`src/rtl/uart_pkg.sv`:
```
// Shared types and default baud constants for the FIFO-fed UART transmitter.
package uart_pkg;

  localparam int CLK_HZ               = 100_000_000;
  localparam int BAUD                 = 115200;
  localparam int DEFAULT_CLKS_PER_BIT = CLK_HZ / BAUD;

  typedef enum logic [2:0] {
    IDLE,
    START,
    DATA,
    PARITY,
    STOP
  } uart_state_t;

endpackage

```
`src/rtl/uart_baud_tick.sv`:
```
// Bit-period timer: tick pulses on the last rd_clk cycle of each UART bit.
// clear restarts the count so the cycle after it is the first cycle of a bit.
module uart_baud_tick
  import uart_pkg::*;
#(
  parameter int CLKS_PER_BIT = DEFAULT_CLKS_PER_BIT
) (
  input  logic rd_clk,
  input  logic reset,
  input  logic clear,
  output logic tick
);

  localparam int            CW   = $clog2(CLKS_PER_BIT);
  localparam logic [CW-1:0] LAST = CW'(CLKS_PER_BIT - 1);

  logic [CW-1:0] cnt_q, cnt_d;

  always_comb begin
    tick  = (cnt_q == LAST);
    cnt_d = cnt_q + CW'(1);
    if (clear || tick) begin
      cnt_d = '0;
    end
  end

  always_ff @(posedge rd_clk or posedge reset) begin
    if (reset) begin
      cnt_q <= '0;
    end else begin
      cnt_q <= cnt_d;
    end
  end

endmodule

```
`src/rtl/fifo_uart_tx.sv`:
```
// Drains a show-ahead FIFO one byte per frame and serialises it LSB first
// with optional even parity and one or two stop bits; tx/busy are registered.
module fifo_uart_tx
  import uart_pkg::*;
#(
  parameter int DATA_WIDTH   = 8,
  parameter int CLKS_PER_BIT = DEFAULT_CLKS_PER_BIT,
  parameter int PARITY_EN    = 0,
  parameter int STOP_BITS    = 1
) (
  input  logic                  rd_clk,
  input  logic                  reset,
  input  logic                  enable,
  input  logic                  fifo_empty,
  input  logic [DATA_WIDTH-1:0] fifo_rd_data,
  output logic                  fifo_rd_en,
  output logic                  tx,
  output logic                  busy,
  output logic [15:0]           frame_count
);

  localparam int            BW        = $clog2(DATA_WIDTH + 1);
  localparam logic [BW-1:0] LAST_DATA = BW'(DATA_WIDTH - 1);
  localparam logic [BW-1:0] LAST_STOP = BW'(STOP_BITS - 1);

  uart_state_t           state_q, state_d;
  logic [DATA_WIDTH-1:0] shift_q, shift_d;
  logic [BW-1:0]         bit_q, bit_d;
  logic                  par_q, par_d;
  logic                  tx_q, tx_d;
  logic                  busy_q, busy_d;
  logic [15:0]           fc_q, fc_d;
  logic                  pop;
  logic                  tick;

  // Reset gates the pop so the FIFO never loses a word while we are held.
  assign pop        = (state_q == IDLE) && enable && !fifo_empty && !reset;
  assign fifo_rd_en = pop;
  assign tx         = tx_q;
  assign busy       = busy_q;
  assign frame_count = fc_q;

  uart_baud_tick #(
    .CLKS_PER_BIT(CLKS_PER_BIT)
  ) u_baud (
    .rd_clk(rd_clk),
    .reset (reset),
    .clear (pop),
    .tick  (tick)
  );

  always_comb begin
    state_d = state_q;
    shift_d = shift_q;
    bit_d   = bit_q;
    par_d   = par_q;
    tx_d    = tx_q;
    busy_d  = busy_q;
    fc_d    = fc_q;
    case (state_q)
      IDLE: begin
        tx_d = 1'b1;
        if (pop) begin
          shift_d = fifo_rd_data;
          par_d   = ^fifo_rd_data;
          bit_d   = '0;
          tx_d    = 1'b0;
          busy_d  = 1'b1;
          state_d = START;
        end
      end
      START: begin
        if (tick) begin
          tx_d    = shift_q[0];
          state_d = DATA;
        end
      end
      DATA: begin
        if (tick) begin
          shift_d = shift_q >> 1;
          if (bit_q == LAST_DATA) begin
            bit_d = '0;
            if (PARITY_EN != 0) begin
              tx_d    = par_q;
              state_d = PARITY;
            end else begin
              tx_d    = 1'b1;
              state_d = STOP;
            end
          end else begin
            bit_d = bit_q + BW'(1);
            tx_d  = shift_d[0];
          end
        end
      end
      PARITY: begin
        if (tick) begin
          tx_d    = 1'b1;
          state_d = STOP;
        end
      end
      STOP: begin
        // bit_q is reused to count stop bits.
        if (tick) begin
          if (bit_q == LAST_STOP) begin
            busy_d  = 1'b0;
            fc_d    = fc_q + 16'd1;
            state_d = IDLE;
          end else begin
            bit_d = bit_q + BW'(1);
          end
        end
      end
      default: begin
        tx_d    = 1'b1;
        busy_d  = 1'b0;
        state_d = IDLE;
      end
    endcase
  end

  always_ff @(posedge rd_clk or posedge reset) begin
    if (reset) begin
      state_q <= IDLE;
      shift_q <= '0;
      bit_q   <= '0;
      par_q   <= 1'b0;
      tx_q    <= 1'b1;
      busy_q  <= 1'b0;
      fc_q    <= '0;
    end else begin
      state_q <= state_d;
      shift_q <= shift_d;
      bit_q   <= bit_d;
      par_q   <= par_d;
      tx_q    <= tx_d;
      busy_q  <= busy_d;
      fc_q    <= fc_d;
    end
  end

endmodule

```
`config.mk`:
```
export PLATFORM = sky130hd
export DESIGN_NAME = fifo_uart_tx
export DESIGN_NICKNAME = d
export VERILOG_FILES = /design/src/rtl/uart_pkg.sv /design/src/rtl/uart_baud_tick.sv /design/src/rtl/fifo_uart_tx.sv
export SDC_FILE = /design/constraint.sdc
export NUM_CORES = 1
export LEC_CHECK = 0
export ABC_AREA = 1
export CORE_MARGIN = 4
export CORE_UTILIZATION = 60
export DETAILED_ROUTE_END_ITERATION = 10
export HOLD_SLACK_MARGIN = 0.05
export PLACE_DENSITY = 0.85
export SLEW_MARGIN = 20
export SYNTH_ARGS = -nofsm -noshare
export SYNTH_HDL_FRONTEND = slang
export SYNTH_HIERARCHICAL = 1
export SYNTH_SLANG_ARGS = --single-unit
```
`constraint.sdc`:
```
create_clock -name rd_clk -period 4.4 [get_ports rd_clk]
set_clock_uncertainty 0.2 [all_clocks]
set_input_delay 0.88 -clock rd_clk [delete_from_list [all_inputs] [get_ports rd_clk]]
set_output_delay 0.88 -clock rd_clk [all_outputs]
set_load 0.01 [all_outputs]
```
==> reports/metrics.csv, run 1 <==
metric,value,unit
hold buffer count at CTS,0,
number of global-route vias before repair,2228,
clock latency on the worst-skew pair,0.30,ns
DRT Wirelength,5.37,mm
count of instances resized after the clock tree is built,0,
fin cells,433,
placed cell count,425,
residual DRC count,0,
clock period minus final worst setup slack,3.35,ns
Final Cycle Share,76.1,%
Worst EP required,3.32,ns
class of the tightest hold or removal check,flop to flop,
TritonCTS buffer count,5,
number of antenna violations at the first check in global routing,0,
count of antenna-violating nets left after detailed routing,0,
Gate Count Post-Synth,349,
Worst setup SP type,input pin,
Area Overhead vs Synth,18.3,%
share of synthesized area occupied by flip-flops and latches,42.5,%
cell area after technology mapping,2530,um^2
Pleak,1.40,nW
count of boundary I/O pins,31,
half-perimeter wire length after placement,3.92,mm
fill cell instance count of the final layout,341,
Worst-path clk slew,0.08,ns
total power per unit cell area,483,nW/um^2
final hold violation count,0,
Core Region,4060,um^2
clock sinks,43,
CTS H-tree lvls,2,
biggest fanout along the worst timing path,4,
max-capacitance violation count,0,
post-DR wirelength/cell,12.4,um
maximum buffer depth of the clock tree,2,
arrival time worst endpoint,2.27,ns
post-detailed-route via-to-cell ratio,5.18,
run status,"finished, final reports clean",
Core Rows,23,
Port-buffer cells,30,
root buffer cell,sky130_fd_sc_hd__clkbuf_8,
element type at the critical path end,primary output,
pin slew with the least headroom to its limit,0.536,ns
upper clock frequency limit,0.299,GHz
"reg-to-reg slack, setup",1.82,ns
floorplan die height,73,um
total setup buffers inserted after CTS,0,
Total Routing Usage GR,23.3,%
vias,2244,
iteration-0 DRC count of the detailed router,224,
total congestion overflow after global routing,0,
CTS tree,yes,
final weighted congestion in routability-driven placement,0.911,
die area,5330,um^2
"Setup violations, final",0,
maximum resistive drop on vdd,0.244,mV
die outline width,73,um
standard cell with the maximum stage delay on the critical path,sky130_fd_sc_hd__clkdlybuf4s50_1,
total iterations of the first detailed-routing run,4,
Slew HR,64.3,%
initial core utilization,62.5,%
unrepaired setup endpoints after global routing,false,
number of antenna diodes,0,
library cells used by synthesis,27,
Sum Neg Setup Slack,0,ns
number of synthesized register bits,43,
first-pass GRT wire length,9.78,mm
cell chain of the critical path,clkdlybuf4s50_1 > nor2_1 > nand2_1 > inv_1 > nand2_2 > inv_1 > clkdlybuf4s50_1,
final net count,398,
post-synthesis average cell area,7.26,um^2
fraction of final layout cells sized beyond drive strength 1,7.05,%
maximum number of pins on one net before global-route repair,34,
total count of max-transition violations in the final report,0,
Synth Warn #,6,
total nets after synthesis,365,
category of the most critical setup path,input pin to primary output,
delay contributed by the slowest stage of the critical path,0.54,ns
area by class of cell:
type	instances	area (um^2)	area share [%]
multi-input combinational	258	1250	41.8
sequential	43	1080	35.9
timing repair buffer	31	308	10.3
inverter	43	161	5.38
clock buffer	5	68.8	2.30
clock inverter	3	67.6	2.25
tap	50	62.6	2.09
cell families after synthesis:
family / Yosys count / synth area share [%]
xor+xnor: 15 / 5.18
fa+ha+maj: 4 / 1.97
buf+inv: 48 / 8.09
compound gates: 32 / 6.57
flops: 43 / 42.5
simple gates: 207 / 35.7
cell usage after synthesis:
| library cell | count | share of area [%] |
|---|---|---|
| sky130_fd_sc_hd__o21ai_0 | 24 | 4.7 |
| sky130_fd_sc_hd__nand2_2 | 5 | 1.2 |
| sky130_fd_sc_hd__xnor2_1 | 11 | 3.8 |
| sky130_fd_sc_hd__nand4_1 | 7 | 1.7 |
| sky130_fd_sc_hd__buf_6 | 3 | 1.3 |
| sky130_fd_sc_hd__inv_1 | 41 | 6.1 |
| sky130_fd_sc_hd__nor2_4 | 4 | 1.8 |
| sky130_fd_sc_hd__dfrtp_1 | 42 | 41 |
| sky130_fd_sc_hd__nor2_2 | 2 | 0.49 |
| sky130_fd_sc_hd__o21ai_1 | 2 | 0.39 |
| sky130_fd_sc_hd__nor2_1 | 44 | 6.5 |
| sky130_fd_sc_hd__nand2_4 | 1 | 0.44 |
| sky130_fd_sc_hd__nand3_1 | 21 | 4.1 |
| sky130_fd_sc_hd__inv_2 | 2 | 0.30 |
| sky130_fd_sc_hd__nand3_4 | 1 | 0.69 |
| sky130_fd_sc_hd__nand2_1 | 117 | 17 |
| sky130_fd_sc_hd__nand3_2 | 1 | 0.39 |
| sky130_fd_sc_hd__xor2_1 | 4 | 1.4 |
| sky130_fd_sc_hd__ha_1 | 4 | 2.0 |
| sky130_fd_sc_hd__o21bai_1 | 1 | 0.30 |
| sky130_fd_sc_hd__dfstp_2 | 1 | 1.0 |
| sky130_fd_sc_hd__buf_2 | 2 | 0.39 |
| sky130_fd_sc_hd__and2_1 | 1 | 0.25 |
| sky130_fd_sc_hd__nand3b_1 | 1 | 0.30 |
| sky130_fd_sc_hd__a21oi_1 | 4 | 0.79 |
| sky130_fd_sc_hd__nor3_1 | 2 | 0.39 |
| sky130_fd_sc_hd__o21ai_2 | 1 | 0.35 |
placed cells by master, fill, tap and decap left out, drive strengths merged:
| cell | count |
|---|---|
| dfstp | 1 |
| nor2 | 50 |
| dfrtp | 42 |
| o21bai | 1 |
| nand2 | 123 |
| o21ai | 27 |
| xnor2 | 11 |
| nand3b | 1 |
| inv | 43 |
| clkdlybuf4s50 | 30 |
| nand3 | 23 |
| ha | 4 |
| nor3 | 2 |
| a21oi | 4 |
| clkinvlp | 1 |
| bufinv | 2 |
| and2 | 1 |
| xor2 | 4 |
| buf | 1 |
| clkbuf | 5 |
| nand4 | 7 |
sequential cells by signal, indices dropped and copies added (netlist names):
name          cells
bit_q             4
busy              1
frame_count      16
shift_q           8
state_q           3
tx                1
u_baud/cnt_q     10
metrics by stage:
step / area [um^2] / util (%) / hold slack [ns] / power [W] / worst slack [ns]
final: 3000 / 73.9 / 0.268 / 0.00145 / 1.05
after global routing: 3000 / 73.9 / 0.313 / 0.00157 / 0.942
after CTS: 3000 / 73.9 / 0.270 / 0.00146 / 1.04
after detailed placement: 2860 / 70.5 / 0.259 / 0.00108 / 1.05
after global placement: 2860 / 70.5 / 0.255 / 0.00107 / 1.09
after floorplan: 2530 / - / 0.272 / 0.000975 / 2.06
routing by layer:
| layer | wire, um | track usage [%] | part of all wire, % |
|---|---|---|---|
| met1 | 2380 | 29.7 | 44 |
| met4 | 27 | 6.56 | 0.50 |
| met5 | 0 | 0 | 0 |
| met3 | 241 | 4.55 | 4.5 |
| met2 | 2720 | 40.1 | 51 |
worst max-delay path: cells and delay by family:
family	cells	cell delay, ns
simple gates	3	0.24
buf+inv	4	1.15
report_power, final:
part	switching (W)	leakage (nW)	internal [W]	total, W
sequential	0.000101	0.568	0.000490	0.000591
combinational	0.000307	0.769	0.000186	0.000493
clock	0.000138	0.0644	0.000226	0.000364
path summary, 6_finish.rpt:
path,startpoint,endpoint,cells past startpoint
setup / recovery,reset,fifo_rd_en,7
hold / removal,tx,tx,2
setup reg to reg,u_baud/cnt_q[0],frame_count[10],10
hold reg to reg,tx,tx,2
max in group asynchronous,reset,tx,3
min in group asynchronous,reset,u_baud/cnt_q[4],2
Note: power is estimated with default switching activity, not from simulation.
==> inputs of run 2 (changes only) <==
--- a/config.mk
+++ b/config.mk
@@ -7,10 +7,10 @@
 export LEC_CHECK = 0
 export ABC_AREA = 1
 export CORE_MARGIN = 4
-export CORE_UTILIZATION = 60
+export CORE_UTILIZATION = 50
 export DETAILED_ROUTE_END_ITERATION = 10
 export HOLD_SLACK_MARGIN = 0.05
-export PLACE_DENSITY = 0.85
+export PLACE_DENSITY = 0.76
 export SLEW_MARGIN = 20
 export SYNTH_ARGS = -nofsm -noshare
 export SYNTH_HDL_FRONTEND = slang
==> constraint.sdc (replaced) <==
create_clock -name rd_clk -period 2.94 [get_ports rd_clk]
set_clock_uncertainty 0.2 [all_clocks]
set_input_delay 0.588 -clock rd_clk [delete_from_list [all_inputs] [get_ports rd_clk]]
set_output_delay 0.588 -clock rd_clk [all_outputs]
set_load 0.01 [all_outputs]
==> run 2 against run 1 <==
Clock power up 31%; core utilization down 12 points; combinational power up 48%; routed wire length down 2.0%; die area up 18%; worst hold slack better by 0.0029 ns; register-to-register slack worse by 1.3 ns; sequential cell count unchanged; non-clock buffer count unchanged; final area about the same; critical path type unchanged.
==> reports/metrics.csv, run 2 (same netlist as run 1, synthesis figures left out) <==
metric,value,unit,change
run status,"finished, final reports clean",,
post-detailed-route via-to-cell ratio,4.91,,-5.3%
number of antenna diodes,0,,unchanged
placed cell count,442,,+4.0%
Area Overhead vs Synth,18.4,%,about the same
arrival time worst endpoint,1.97,ns,-0.30 ns
residual DRC count,0,,unchanged
pin slew with the least headroom to its limit,0.536,ns,-0.000142 ns
biggest fanout along the worst timing path,4,,unchanged
Hold Crit Depth,2,,unchanged
number of antenna violations at the first check in global routing,0,,unchanged
half-perimeter wire length after placement,3.86,mm,-1.5%
root buffer cell,sky130_fd_sc_hd__clkbuf_8,,
delay contributed by the slowest stage of the critical path,0.54,ns,about the same
CP startpoint,reset,,
DRT Wirelength,5.26,mm,-2.0%
kind of cell with the highest combined delay on the critical path,buffers and inverters,,
total power per unit cell area,694,nW/um^2,+44%
hold-critical path endpoint,tx,,
"leading cell type in the layout, fill and taps excluded",sky130_fd_sc_hd__nand2_1,,
maximum resistive drop on vdd,0.263,mV,+8.0%
Slew HR,64.3,%,about the same
total buffers and inverters traversed by the critical path,4,,unchanged
post-DR wirelength/cell,11.7,um,-5.7%
Core Region,4820,um^2,+19%
"Setup violations, final",0,,unchanged
total congestion overflow after global routing,0,,unchanged
"commonest cells after routing, fill and taps aside","117 x sky130_fd_sc_hd__nand2_1, 44 x sky130_fd_sc_hd__nor2_1, 42 x sky130_fd_sc_hd__dfrtp_1, 41 x sky130_fd_sc_hd__inv_1, 30 x sky130_fd_sc_hd__clkdlybuf4s50_1",,
element type at the critical path end,primary output,,
first-pass GRT wire length,9.47,mm,-3.1%
maximum number of pins on one net before global-route repair,34,,unchanged
max-capacitance violation count,0,,unchanged
upper clock frequency limit,0.363,GHz,
Core Rows,25,,+8.7%
clock period minus final worst setup slack,2.76,ns,
final weighted congestion in routability-driven placement,0.860,,-5.6%
fraction of final layout cells sized beyond drive strength 1,7.05,%,unchanged
Worst-path clk slew,0.08,ns,about the same
floorplan die height,79.2,um,+8.5%
clock latency on the worst-skew pair,0.30,ns,about the same
R2R Path End,frame_count[10],,
category of the most critical setup path,input pin to primary output,,
standard cell area after detailed placement,2880,um^2,+0.74%
Final Cycle Share,93.8,%,
number of global-route vias before repair,2191,,-1.7%
Worst setup SP type,input pin,,
total setup buffers inserted after CTS,0,,unchanged
total count of max-transition violations in the final report,0,,unchanged
summed area of non-filler cells in the final layout,3000,um^2,about the same
final hold violation count,0,,unchanged
length in cells of the worst reg-to-reg path,10,,unchanged
Port-buffer cells,30,,unchanged
maximum buffer depth of the clock tree,2,,unchanged
startpoint of the lowest-slack register-to-register path,u_baud/cnt_q[0],,
class of the tightest hold or removal check,flop to flop,,
die outline width,79.2,um,+8.5%
post-layout util,62.3,%,-12 points
initial core utilization,52.6,%,-9.8 points
Sum Neg Setup Slack,0,ns,unchanged
count of antenna-violating nets left after detailed routing,0,,unchanged
count of boundary I/O pins,31,,unchanged
number of flip-flops under the largest register name,16,,unchanged
standard cell with the maximum stage delay on the critical path,sky130_fd_sc_hd__clkdlybuf4s50_1,,
Worst EP required,2.15,ns,-1.17 ns
Total Routing Usage GR,18.9,%,-4.4 points
Min-Delay Startpoint,tx,,
die area,6270,um^2,+18%
count of instances resized after the clock tree is built,0,,unchanged
hold buffer count at CTS,0,,unchanged
Pleak,1.40,nW,-0.23%
"reg-to-reg slack, setup",0.51,ns,-1.31 ns
final net count,398,,unchanged
clock sinks,43,,unchanged
CTS H-tree lvls,2,,unchanged
TritonCTS buffer count,5,,unchanged
iteration-0 DRC count of the detailed router,177,,-21%
cell chain of the critical path,clkdlybuf4s50_1 > nor2_1 > nand2_1 > inv_1 > nand2_2 > inv_1 > clkdlybuf4s50_1,,
total iterations of the first detailed-routing run,5,,+1
vias,2209,,-1.6%
fin cells,450,,+3.9%
CTS tree,yes,,
unrepaired setup endpoints after global routing,false,,
run 2: changes by cell type in the layout (fill, tap and decap cells not counted):
| cell | delta |
|---|---|
| sky130_fd_sc_hd__clkinvlp_4 | -1 |
| sky130_fd_sc_hd__clkbuf_8 | +1 |
| sky130_fd_sc_hd__bufinv_16 | -1 |
| sky130_fd_sc_hd__clkinv_2 | +1 |
run 2: worst max path at each step:
| stage | slack, ns | to | cells after the start |
|---|---|---|---|
| after detailed placement | 0.18 | fifo_rd_en | 7 |
| after global routing | 0.10 | fifo_rd_en | 7 |
| after floorplan | 0.93 | frame_count[10] | 10 |
| final | 0.18 | fifo_rd_en | 7 |
| after CTS | 0.18 | fifo_rd_en | 7 |
| after global placement | 0.22 | fifo_rd_en | 7 |
run 2: where the power goes:
part	switching (W)	total (W)	leakage [nW]	internal (W)
registers	0.000144	0.000877	0.568	0.000733
clock network	0.000203	0.000478	0.0612	0.000275
logic	0.000450	0.000728	0.769	0.000278
run 2: tightest hold or removal path, cell delays in order (launching register included):
cell and delay (ns):
sky130_fd_sc_hd__dfstp_2 0.37, sky130_fd_sc_hd__nand2_1 0.05, sky130_fd_sc_hd__nand2_1 0.05
run 2: layout make-up:
class                      instances  area (um^2)
inverter                          43          161
sequential                        43         1080
tap                               67         83.8
fill                             438         1820
clock buffer                       6         82.6
multi-input combinational        258         1250
timing repair buffer              31          308
clock inverter                     2         35.0
run 2: metal layers:
layer,share of wire (%),vias to the layer above,wire length [um],track usage (%)
li1,-,1152,-,-
met1,45,994,2370,23.7
met2,48,55,2530,32.7
met3,5.2,8,272,3.85
met4,1.7,0,92,5.67
met5,0,-,0,0
run 2: per-stage QoR:
step                      setup slack [ns]  hold slack (ns)  total power [W]
after global placement               0.222            0.255          0.00159
after detailed placement             0.179            0.260          0.00161
final                                0.183            0.271          0.00208
after floorplan                      0.931            0.228          0.00146
after global routing                 0.101            0.306          0.00227
after CTS                            0.175            0.274          0.00210
